<file path="src/rtl/ram_arb_pkg.sv">
// ram_arb_pkg: shared state encoding and master ids for the firmware RAM arbiter
package ram_arb_pkg;
    typedef enum logic [1:0] {IDLE, ACCESS, DONE} state_t;
    localparam logic M_CPU = 1'b0;
    localparam logic M_DMA = 1'b1;
endpackage

</file>
<file path="src/rtl/ram_arb_rr2.sv">
// ram_arb_rr2: two-way round-robin picker, favours the master not served last on a tie
module ram_arb_rr2
    import ram_arb_pkg::*;
(
    input  logic [1:0] req,
    input  logic       last,
    output logic       gnt_valid,
    output logic       gnt_id
);
    // pick the lone requester, or the one not served last when both ask
    always_comb begin
        gnt_valid = |req;
        gnt_id    = &req ? ~last : req[M_DMA];
    end
endmodule

</file>
<file path="src/rtl/ram_bus_arbiter.sv">
// ram_bus_arbiter: round-robin share of the registered firmware RAM port between CPU and DMA
module ram_bus_arbiter
    import ram_arb_pkg::*;
#(
    parameter int          MEM_WORDS = 2048,
    parameter logic [31:0] BASE_ADDR = 32'h0000_0000,
    localparam int         AW        = $clog2(MEM_WORDS)
) (
    input  logic          clk,
    input  logic          reset,
    input  logic          m0_valid,
    input  logic [31:0]   m0_addr,
    input  logic [31:0]   m0_wdata,
    input  logic [3:0]    m0_wstrb,
    output logic          m0_ready,
    output logic [31:0]   m0_rdata,
    input  logic          m1_valid,
    input  logic [31:0]   m1_addr,
    input  logic [31:0]   m1_wdata,
    input  logic [3:0]    m1_wstrb,
    output logic          m1_ready,
    output logic [31:0]   m1_rdata,
    output logic          ram_en,
    output logic [AW-1:0] ram_addr,
    output logic [31:0]   ram_wdata,
    output logic [3:0]    ram_wstrb,
    input  logic [31:0]   ram_rdata,
    output logic          bus_err,
    output logic          grant_id
);
    state_t      state, state_n;
    logic        last, rd_ok, ram_en_q, gnt_valid, gnt_id, in_rng;
    logic [1:0]  req;
    logic [31:0] sel_addr, sel_wdata, off, rdata_q;
    logic [3:0]  sel_wstrb;

    ram_arb_rr2 u_rr (.req(req), .last(last), .gnt_valid(gnt_valid), .gnt_id(gnt_id));

    // request masking (served master ignored in DONE), winner bus mux, range check, next state
    always_comb begin
        req       = state == IDLE ? {m1_valid, m0_valid} :
                    state == DONE ? {m1_valid, m0_valid} & (grant_id ? 2'b01 : 2'b10) : 2'b00;
        sel_addr  = gnt_id ? m1_addr  : m0_addr;
        sel_wdata = gnt_id ? m1_wdata : m0_wdata;
        sel_wstrb = gnt_id ? m1_wstrb : m0_wstrb;
        off       = sel_addr - BASE_ADDR;
        in_rng    = off < 32'(4 * MEM_WORDS);
        state_n   = state == ACCESS ? DONE : gnt_valid ? ACCESS : IDLE;
    end

    // launch a RAM access on every grant; the enable lives for the ACCESS cycle only
    always_ff @(posedge clk) begin
        if (reset) begin
            state     <= IDLE;
            last      <= 1'b1;
            grant_id  <= 1'b0;
            ram_en_q  <= 1'b0;
            ram_addr  <= '0;
            ram_wdata <= '0;
            ram_wstrb <= '0;
            bus_err   <= 1'b0;
            rd_ok     <= 1'b0;
        end else begin
            state <= state_n;
            if (gnt_valid) begin
                last      <= gnt_id;
                grant_id  <= gnt_id;
                ram_en_q  <= in_rng;
                ram_addr  <= off[AW+1:2];
                ram_wdata <= sel_wdata;
                ram_wstrb <= in_rng ? sel_wstrb : 4'h0;
                rd_ok     <= in_rng && sel_wstrb == 4'h0;
                bus_err   <= bus_err | ~in_rng;
            end else begin
                ram_en_q  <= 1'b0;
                ram_wstrb <= 4'h0;
            end
        end
    end

    // ready/rdata steered to the granted master; reset masks an enable the RAM would sample this edge
    always_comb begin
        m0_ready = state == DONE && grant_id == M_CPU;
        m1_ready = state == DONE && grant_id == M_DMA;
        rdata_q  = rd_ok ? ram_rdata : 32'h0;
        m0_rdata = m0_ready ? rdata_q : 32'h0;
        m1_rdata = m1_ready ? rdata_q : 32'h0;
        ram_en   = ram_en_q & ~reset;
    end
endmodule
</file>
<file path="config.mk">
export PLATFORM = sky130hd
export DESIGN_NAME = ram_bus_arbiter
export DESIGN_NICKNAME = d
export VERILOG_FILES = /design/src/rtl/ram_arb_pkg.sv /design/src/rtl/ram_arb_rr2.sv /design/src/rtl/ram_bus_arbiter.sv
export SDC_FILE = /design/constraint.sdc
export NUM_CORES = 1
export LEC_CHECK = 0
export CAP_MARGIN = 20
export CORE_AREA = 2 2 111 113
export DETAILED_ROUTE_END_ITERATION = 10
export DIE_AREA = 0 0 113 115
export HOLD_SLACK_MARGIN = 0.15
export PLACE_DENSITY = 0.68
export SETUP_SLACK_MARGIN = 0.2
export SLEW_MARGIN = 5
export SYNTH_ARGS = -nofsm -noshare
export SYNTH_HDL_FRONTEND = slang
export SYNTH_SLANG_ARGS = --single-unit
</file>
<file path="constraint.sdc">
create_clock -name clk -period 2.25 [get_ports clk]
set_input_delay 0.675 -clock clk [delete_from_list [all_inputs] [get_ports clk]]
set_output_delay 0.675 -clock clk [all_outputs]
set_load 0.05 [all_outputs]
</file>
# Word-level counts from Yosys, hierarchy flattened
# Cells that the tools add are included.
[op_classes] add_sub_neg=0 multipliers=0 n_div=0 n_lt_le_gt_ge=1 eq_ne=2 shift=0 mux=12 n_bitwise=8 reduce_logical=10
[ops] operator="32-bit two-way mux" count=5
[ops] operator="32-bit by 14-bit less-than comparator with 1-bit output (second input constant)" count=1
[ops] operator="2-bit two-way mux" count=4
[ops] operator="2-bit OR reduction" count=3
[ops] operator="1-bit inverter" count=5
[ops] operator="4-bit logical NOT" count=1
[ops] operator="4-bit two-way mux" count=1
[ops] operator="1-bit logical AND" count=3
[ops] operator="3-bit OR reduction" count=1
[ops] operator="2-bit AND" count=1
[ops] operator="2-bit by 1-bit equality test with 1-bit output (second input constant)" count=1
[ops] operator="2-bit equality test (second input constant)" count=1
[ops] operator="2-bit logical NOT" count=1
[ops] operator="1-bit two-way mux" count=2
[ops] operator="2-bit AND reduction" count=1
[ops] operator="1-bit AND" count=1
[ops] operator="1-bit OR" count=1
[word_totals] regBits=54 latchBits=0 ram_bits=0 rom_bits=0 inputBits=172 out_inout_bits=116 word_cells=43 mem_count=0

# Longest topological paths before layout
# Gate-level depths: netlist of the first run.
[logic_depth] ltp_word=10 depth_mapped=7

# Cells and area by module
# Synthesis of the first run repeated with hierarchy kept, for this count alone.
[hier_totals] hier_cells=366 hier_area_um2=2834.0
[by_module_without_submodules] module="ram_bus_arbiter" n_inst=1 cells_per_inst=364 area_each_um2=2820.2
[by_module_without_submodules] module="ram_arb_rr2" n_inst=1 cells_per_inst=2 area_each_um2=13.8

# Worst setup path before layout of the first run
# No wires, ideal clock.
[synth_timing] path_kind="reg2out" startpoint="reg grant_id" endpoint="out m1_rdata[0]" t_arrival_ps=2170 required_ps=1575 slack_ps=-595 path_stages_with_launch=6 path_cell_list="dfxtp_1 -> nand2_1 -> or2_2 -> clkbuf_1 -> clkbuf_1 -> nor2_1"
[synth_between] elab_chain_cells=2
[synth_lines] element="start, declared" line_no="ram_bus_arbiter.sv:29" text="output logic grant_id"
[synth_lines] element="start signal, assigned" line_no="ram_bus_arbiter.sv:67" text="grant_id <= gnt_id;"
[synth_lines] element="1-bit logical AND" line_no="ram_bus_arbiter.sv:84" text="m1_ready = state == DONE && grant_id == M_DMA;"
[synth_lines] element="32-bit two-way mux" line_no="ram_bus_arbiter.sv:87" text="m1_rdata = m1_ready ? rdata_q : 32'h0;"
[synth_lines] element="end, declared" line_no="ram_bus_arbiter.sv:22" text="output logic [31:0] m1_rdata,"
# No other way between the ends.

# Worst setup path in the final report of the first run
[layout_timing] startpoint="in ram_rdata[10]" endpoint="out m1_rdata[10]"
[layout_between] elab_chain_cells=2
[layout_lines] element="start, declared" line_no="ram_bus_arbiter.sv:27" text="input logic [31:0] ram_rdata,"
[layout_lines] element="32-bit two-way mux" line_no="ram_bus_arbiter.sv:85" text="rdata_q = rd_ok ? ram_rdata : 32'h0;"
[layout_lines] element="32-bit two-way mux" line_no="ram_bus_arbiter.sv:87"
# No other way between the ends.

==> results of run 1 <==
==> worst max-delay path, stage by stage <==
cell	delay (ns)
clkdlybuf4s50_1	0.46
nand2_1	0.12
nor2_4	0.15
buf_12	0.14
==> per-layer routing <==
metal / track usage (%) / share of wire, %
met3: 5.061 / 9.7
met2: 37.17 / 53
met4: 4.228 / 0.90
met5: 0 / 0
met1: 20.90 / 36
==> power breakdown <==
group / switching (mW) / internal (mW)
Sequential: 0.0494 / 1.05
Combinational: 0.692 / 0.555
Clock: 0.368 / 0.419
==> cell type report <==
| class | count | area [um2] |
|---|---|---|
| fill | 964 | 4202 |
| timing repair buffer | 327 | 4010 |
| multi-input combinational | 314 | 2146 |
| sequential | 54 | 1090 |
| tap | 147 | 183.9 |
| clock buffer | 5 | 125.1 |
| inverter | 6 | 30.03 |
| clock inverter | 3 | 25.02 |
==> state kept, by name, indices dropped and copies added, names as in the netlist <==
| name | cells |
|---|---|
| bus_err | 1 |
| grant_id | 1 |
| ram_addr | 11 |
| last | 1 |
| ram_wstrb | 4 |
| ram_en_q | 1 |
| rd_ok | 1 |
| state | 2 |
| ram_wdata | 32 |
==> timing repair <==
action	in CTS	in global routing
gates cloned	2	1
hold buffers	0	0
pin swaps	63	43
buffers inserted	8	1
endpoints found under the setup margin	118	93
resized for setup	83	59
==> cell families (layout without fill, tap and decap cells) <==
kind of cell	Yosys count	count (layout)	share of synthesized area, %
compound gates	50	50	15.48
simple gates	260	260	38.08
flops	54	54	38.66
buf+inv	41	341	6.353
mux	4	4	1.432
==> through the flow <==
stage	util (%)	std cells	setup slack (ns)
3_5_place_dp	60.10	836	-0.1246
5_1_grt	64.43	856	-0.008744
4_1_cts	62.70	854	0.002098
2_1_floorplan	-	409	0.1413
3_3_place_gp	60.10	836	-0.1430
6_report	64.43	856	0.02783
==> cells in the final DEF, fill, tap and decap left out, drive strengths merged <==
cell and n:
buf 113, mux2i 4, nor3 7, a21oi 2, nand2 124, nand3 2
nand3b 2, o41ai 1, clkbuf 6, clkdlybuf4s50 129, clkinv 1, nand2b 1
nor3b 1, dlymetal6s2s 28, o32ai 1, o211ai 1, a41oi 1, a22o 1
nor2b 1, nor2 109, bufbuf 1, dfxtp 54, nor4 10, or2 2
nand4b 1, dlygate4sd2 55, inv 5, a311oi 43, clkinvlp 3
==> final timing paths <==
| check | start | endpoint | slack, ns |
|---|---|---|---|
| worst max-delay path | ram_rdata[10] | m1_rdata[10] | 0.03 |
| worst min-delay path | state[1] | state[1] | 0.46 |
| worst max register to register | grant_id | ram_wdata[30] | 0.42 |
| worst min register to register | state[1] | state[1] | 0.46 |
==> impl_results.rst, run 1 <==
.. list-table::
   :header-rows: 1

   * - Metric
     - Value
   * - Class of the worst hold path
     - flop to flop
   * - CP arrival
     - 1.55 ns
   * - Ys flop type
     - dfxtp_1
   * - Register bit count reported by yosys
     - between 50 and 60
   * - Number of global-route vias before repair
     - 4185
   * - Vias after detailed routing
     - between 4000 and 5000
   * - Hold path depth
     - 1
   * - Count of warnings emitted by yosys
     - 0
   * - Sum Neg Setup Slack
     - 0 ns
   * - Count of H-tree levels built during CTS
     - 2
   * - FMAX
     - ~0.45 GHz
   * - DR vias/cell
     - between 4 and 5
   * - Depth of the worst register-to-register path
     - 10
   * - Effective utilization at floorplan
     - a little under a quarter
   * - Die outline area
     - 13000 um2
   * - Share of the synthesized area in the top cell type
     - between 30% and 40%
   * - Count of input and output buffers
     - about 280
   * - Number of top-level pins
     - 288
   * - Setup repair after global routing missed its margin
     - true
   * - Number of maximum-capacitance violations
     - 0
   * - Final-report hold violation count
     - 0
   * - Share of the yosys chip area belonging to registers
     - roughly 39%
   * - Post-layout minimum cycle time
     - 2.222 ns
   * - Total Routing Usage GR
     - a little under a fifth
   * - Placeable Area
     - about 12000 um2
   * - Number of setup violations in the final report
     - 0
   * - Die X-Extent
     - ~110 um
   * - Peak supply drop
     - ~0.41 mV
   * - Top area cells in the synthesized netlist
     - dfxtp_1, nand2_1, nor2_1
   * - Clock tree from TritonCTS
     - yes
   * - Number of violations reported at the end of detailed-routing iteration 0
     - around 170
   * - Relative slew margins
     - 64.24%
   * - Final Max Tran Viols
     - 0
   * - Total number of clock tree sinks
     - between 50 and 60
   * - TritonCTS Buffers
     - 5
   * - Ys async rst share
     - 0%
   * - Synthesis-to-finish area growth
     - 172.1%
   * - Status
     - finished with violations
   * - Gate count after technology mapping
     - ~410
   * - Largest net degree at the start of global routing
     - 48
   * - Root buffer cell
     - clkbuf_16
   * - Rows
     - 40
   * - Commonest cells in the synthesized netlist
     - nand2_1, nor2_1, dfxtp_1
   * - Cell with the most instances after synthesis
     - nand2_1
   * - DRC violations left
     - 19
   * - Number of nets in the finished design
     - 880
   * - Sort of element at the start of the critical path
     - input pin
   * - Final instance area
     - ~7600 um2
   * - Number of library cell types mapped by synthesis
     - 27
   * - Critical path required time
     - about 1.6 ns
   * - DRT antenna net count
     - 0
   * - Fraction of final layout cells with drive strength greater than 1
     - 33.57%
   * - Routed length per instance
     - between 15 and 20 um
   * - Area after DPL
     - 7098 um2
   * - Aggregate global routing overflow
     - 0
   * - Leakage power
     - approximately 3.1 nW
   * - Number of detailed-route iterations in the first pass
     - 9
   * - Worst Setup Path Type
     - input pin to output port
   * - Placer's final routability congestion estimate
     - 0.8520
   * - Power density of the placed cells
     - between 400 and 500 nW/um2
   * - Die H
     - roughly 120 um
   * - Clock network latency to the later pin of the worst-skew pair
     - between 0.2 and 0.3 ns
   * - HPWL Detailed
     - about 10000 um
   * - Maximum buffer depth of the clock tree
     - 2
   * - Total Routed Length
     - approximately 13000 um
   * - Clock transition at the registers of the reported paths
     - about 0.070 ns
   * - Critical Path Fanout Max
     - 2
   * - Critical path capture point type
     - output port
   * - Power Total
     - ~3.1 mW
   * - Setup skew after layout
     - approximately 0.010 ns
   * - Mean cell area of the mapped netlist
     - 6.837 um2
   * - Total standard cell area after synthesis
     - 2796 um2
   * - Failing checks
     - design-rule violations
   * - Number of synthesized flops with an enable pin
     - 0
   * - Dominant cell type by area after synthesis
     - dfxtp_1
   * - Final worst hold slack
     - 0.4641 ns
   * - Slew @ Worst Pin
     - 0.5385 ns
   * - Antenna cell count
     - 0
   * - Nets in the synthesized netlist
     - 581
   * - Initial antenna violation count
     - 0
   * - Final clock period utilization by the worst path
     - about 99%
   * - Global-route wire length before repair
     - between 20000 and 25000 um
(Power assumes the default switching activity.)
==> inputs of run 2 (changes only) <==
--- a/config.mk
+++ b/config.mk
@@ -10,7 +10,7 @@
 export DETAILED_ROUTE_END_ITERATION = 10
 export DIE_AREA = 0 0 113 115
 export HOLD_SLACK_MARGIN = 0.15
-export PLACE_DENSITY = 0.68
+export PLACE_DENSITY = 0.65
 export SETUP_SLACK_MARGIN = 0.2
 export SLEW_MARGIN = 5
 export SYNTH_ARGS = -nofsm -noshare
==> run 2 against run 1 <==
  * Power is 4.6% higher
  * Setup slack got worse by 0.075 ns
  * The run ends with design-rule violations, negative setup slack left
  * Utilization increased by 0.51 points
  * First-iteration DRC count grew 10%
  * Wire length up 7.7%
  * Flip-flop and latch count unchanged
  * Hold slack improved by 0.031 ns
  * Fmax decreased by 3.3%
  * Critical path depth is the same
  * Non-clock buffer count down 1
  * Largest cell class unchanged
  * Clock-buffer cell count increased by 1
  * Final cell count is 0.12% lower
==> impl_results.rst, run 2 (synthesized netlist as in run 1, its figures left out) <==
.. list-table::
   :header-rows: 1

   * - Metric
     - Value
   * - Status
     - finished with violations
   * - Failing checks
     - design-rule violations, negative setup slack
   * - DRC violations left
     - 20 (+1)
   * - Number of flip-flops under the largest register name
     - 32 (unchanged)
   * - Total number of clock tree sinks
     - 54 (unchanged)
   * - Final Max Tran Viols
     - 0 (unchanged)
   * - Synthesis-to-finish area growth
     - 174.3%
   * - Setup skew after layout
     - 0.003141 ns (-0.006817 ns)
   * - Leakage power
     - 2.989 nW (-4.5%)
   * - Number of nets in the finished design
     - 879 (-0.11%)
   * - Placeable Area
     - 11810 um2 (unchanged)
   * - Count of H-tree levels built during CTS
     - 2 (unchanged)
   * - DRT antenna net count
     - 0 (unchanged)
   * - Worst reg2reg endpoint
     - ram_addr[6]
   * - Critical path required time
     - 1.57 ns (about the same)
   * - Startpoint of the tightest hold check path
     - ram_wdata[13]
   * - Sort of element at the start of the critical path
     - input pin
   * - Count of input and output buffers
     - 283 (unchanged)
   * - Initial antenna violation count
     - 0 (unchanged)
   * - Hold endpoint
     - ram_wdata[13]
   * - Class of the worst hold path
     - flop to flop
   * - Number of violations reported at the end of detailed-routing iteration 0
     - 192 (+10%)
   * - Power density of the placed cells
     - 427.5 nW/um2 (+3.7%)
   * - Effective utilization at floorplan
     - 23.68% (unchanged)
   * - Biggest register
     - ram_wdata
   * - DR vias/cell
     - 4.722 (-0.45%)
   * - Relative slew margins
     - 63.86% (-0.39 points)
   * - CP arrival
     - 1.62 ns (+0.07 ns)
   * - Number of detailed-route iterations in the first pass
     - 7 (-2)
   * - Placer's final routability congestion estimate
     - 0.8383 (-1.6%)
   * - HPWL Detailed
     - 10400 um (-0.24%)
   * - Critical path capture point type
     - output port
   * - Vias after detailed routing
     - 4037 (-0.57%)
   * - Total Routing Usage GR
     - 19.92% (+0.74 points)
   * - TritonCTS Buffers
     - 5 (unchanged)
   * - Regs by FF count
     - ram_wdata (32), ram_addr (11), ram_wstrb (4)
   * - Clock tree from TritonCTS
     - yes
   * - Peak supply drop
     - 0.3919 mV (-3.6%)
   * - Rows
     - 40 (unchanged)
   * - Count of fill cells added during filler insertion
     - 952 (-1.2%)
   * - Die outline area
     - 13000 um2 (unchanged)
   * - Routed length per instance
     - 16.60 um (+7.9%)
   * - Number of top-level pins
     - 288 (unchanged)
   * - Worst Setup Path Type
     - input pin to output port
   * - FMAX
     - 0.4353 GHz (-3.3%)
   * - Setup slack after layout
     - -0.04740 ns (-0.07524 ns)
   * - Maximum buffer depth of the clock tree
     - 2 (unchanged)
   * - Flop-to-flop setup slack
     - 0.57 ns (+0.15 ns)
   * - Number of global-route vias before repair
     - 3968 (-5.2%)
   * - Hold path depth
     - 2 (+1)
   * - Largest net degree at the start of global routing
     - 47 (-2.1%)
   * - Aggregate global routing overflow
     - 0 (unchanged)
   * - R2R Path Start
     - grant_id
   * - Commonest non-fill, non-tap cell in the layout
     - clkdlybuf4s50_1
   * - Total Routed Length
     - 14190 um (+7.7%)
   * - Leading cell types in the layout, fill and taps excluded
     - clkdlybuf4s50_1, nand2_1, buf_12, nor2_4, dfxtp_1
   * - Sum Neg Setup Slack
     - -0.05912 ns (-0.05912 ns)
   * - Number of buffers inserted by hold repair at cts
     - 0 (unchanged)
   * - Number of maximum-capacitance violations
     - 0 (unchanged)
   * - Slew @ Worst Pin
     - 0.5443 ns (+0.005858 ns)
   * - Number of setup violations in the final report
     - 2 (+2)
   * - Depth of the worst register-to-register path
     - 9 (-1)
   * - Power Total
     - 3.278 mW (+4.6%)
   * - Dpl ws
     - -0.1200 ns (+0.004627 ns)
   * - Die H
     - 115 um (unchanged)
   * - Antenna cell count
     - 0 (unchanged)
   * - Clock network latency to the later pin of the worst-skew pair
     - 0.29 ns (about the same)
   * - Final clock period utilization by the worst path
     - 102.1% (+3.3 points)
   * - Final-report hold violation count
     - 0 (unchanged)
   * - Die X-Extent
     - 113 um (unchanged)
   * - Clock transition at the registers of the reported paths
     - 0.07 ns (about the same)
   * - Critical Path Fanout Max
     - 2 (unchanged)
   * - Setup repair after global routing missed its margin
     - true
   * - Post-layout minimum cycle time
     - 2.297 ns (+0.07524 ns)
   * - Global-route wire length before repair
     - 20710 um (+2.4%)
   * - Root buffer cell
     - clkbuf_16
   * - Fraction of final layout cells with drive strength greater than 1
     - 33.76% (+0.19 points)
run 2: changes by cell type in the layout (fill, tap and decap cells not counted), moves of 2 or more:
cell             change
clkdlybuf4s50_1     +23
dlymetal6s2s_1      -18
dlygate4sd2_1        -9
clkbuf_16            +5
buf_16               +4
a311oi_1             -3
a311oi_2             +3
buf_12               -3
buf_6                -3
nand2_1              +2
nand2_2              -2
nor2_2               +2
nor3_1               +2
nor3_2               -2
run 2: worst max path at each step:
stage               slack [ns]     startpoint  depth (start not counted)            end
finish                   -0.05  ram_rdata[31]                          4   m1_rdata[31]
global route             -0.09  ram_rdata[31]                          4   m1_rdata[31]
CTS                      -0.02       grant_id                          5   m0_rdata[10]
detailed placement       -0.12       m0_valid                          6  ram_wdata[30]
global placement          -0.1    m0_addr[18]                          7        bus_err
floorplan                 0.14       grant_id                          5    m1_rdata[0]
run 2: what timing repair did:
item,in CTS,in global routing
pin swaps,7,22
setup endpoints to repair,109,93
setup buffers,4,6
gates resized for setup,74,42
cloned,3,6
run 2: layout make-up:
type / instances / area [um2] / area share [%]
clock buffers: 6 / 128.9 / 1.680
clock inverters: 2 / 36.28 / 0.4731
inverters: 6 / 30.03 / 0.3915
multi-input cells: 314 / 2141 / 27.91
flip-flops and latches: 54 / 1090 / 14.21
well taps: 147 / 183.9 / 2.398
repair buffers: 326 / 4060 / 52.94
run 2: worst max-delay path, cell delays in order:
cell and delay, ns:
clkdlybuf4s50_1 0.50, nand2_2 0.11, nor2_2 0.18, buf_12 0.15
run 2: per-stage QoR:
stage                     utilization [%]  area, um2  hold slack (ns)  std cells
after floorplan                         -       3421           0.4389        409
after global placement              59.50       7028           0.4547        828
after detailed placement            59.50       7028           0.4818        828
after CTS                           62.12       7337           0.4968        843
after global routing                64.94       7670           0.5108        855
final                               64.94       7670           0.4948        855
run 2: report_power, final:
group          total [mW]  switching [mW]  internal, mW
Combinational        1.29           0.706         0.585
Sequential           1.10          0.0517          1.05
Clock               0.884           0.356         0.527
run 2: routing by layer:
metal	vias up	wire [um]	part of all wire [%]	GRT usage, %
li1	1981	-	-	-
met3	12	1496	11	7.327
met2	188	7537	53	36.89
met1	1856	4968	35	21.79
met4	0	190	1.3	4.472
met5	-	0	0	0
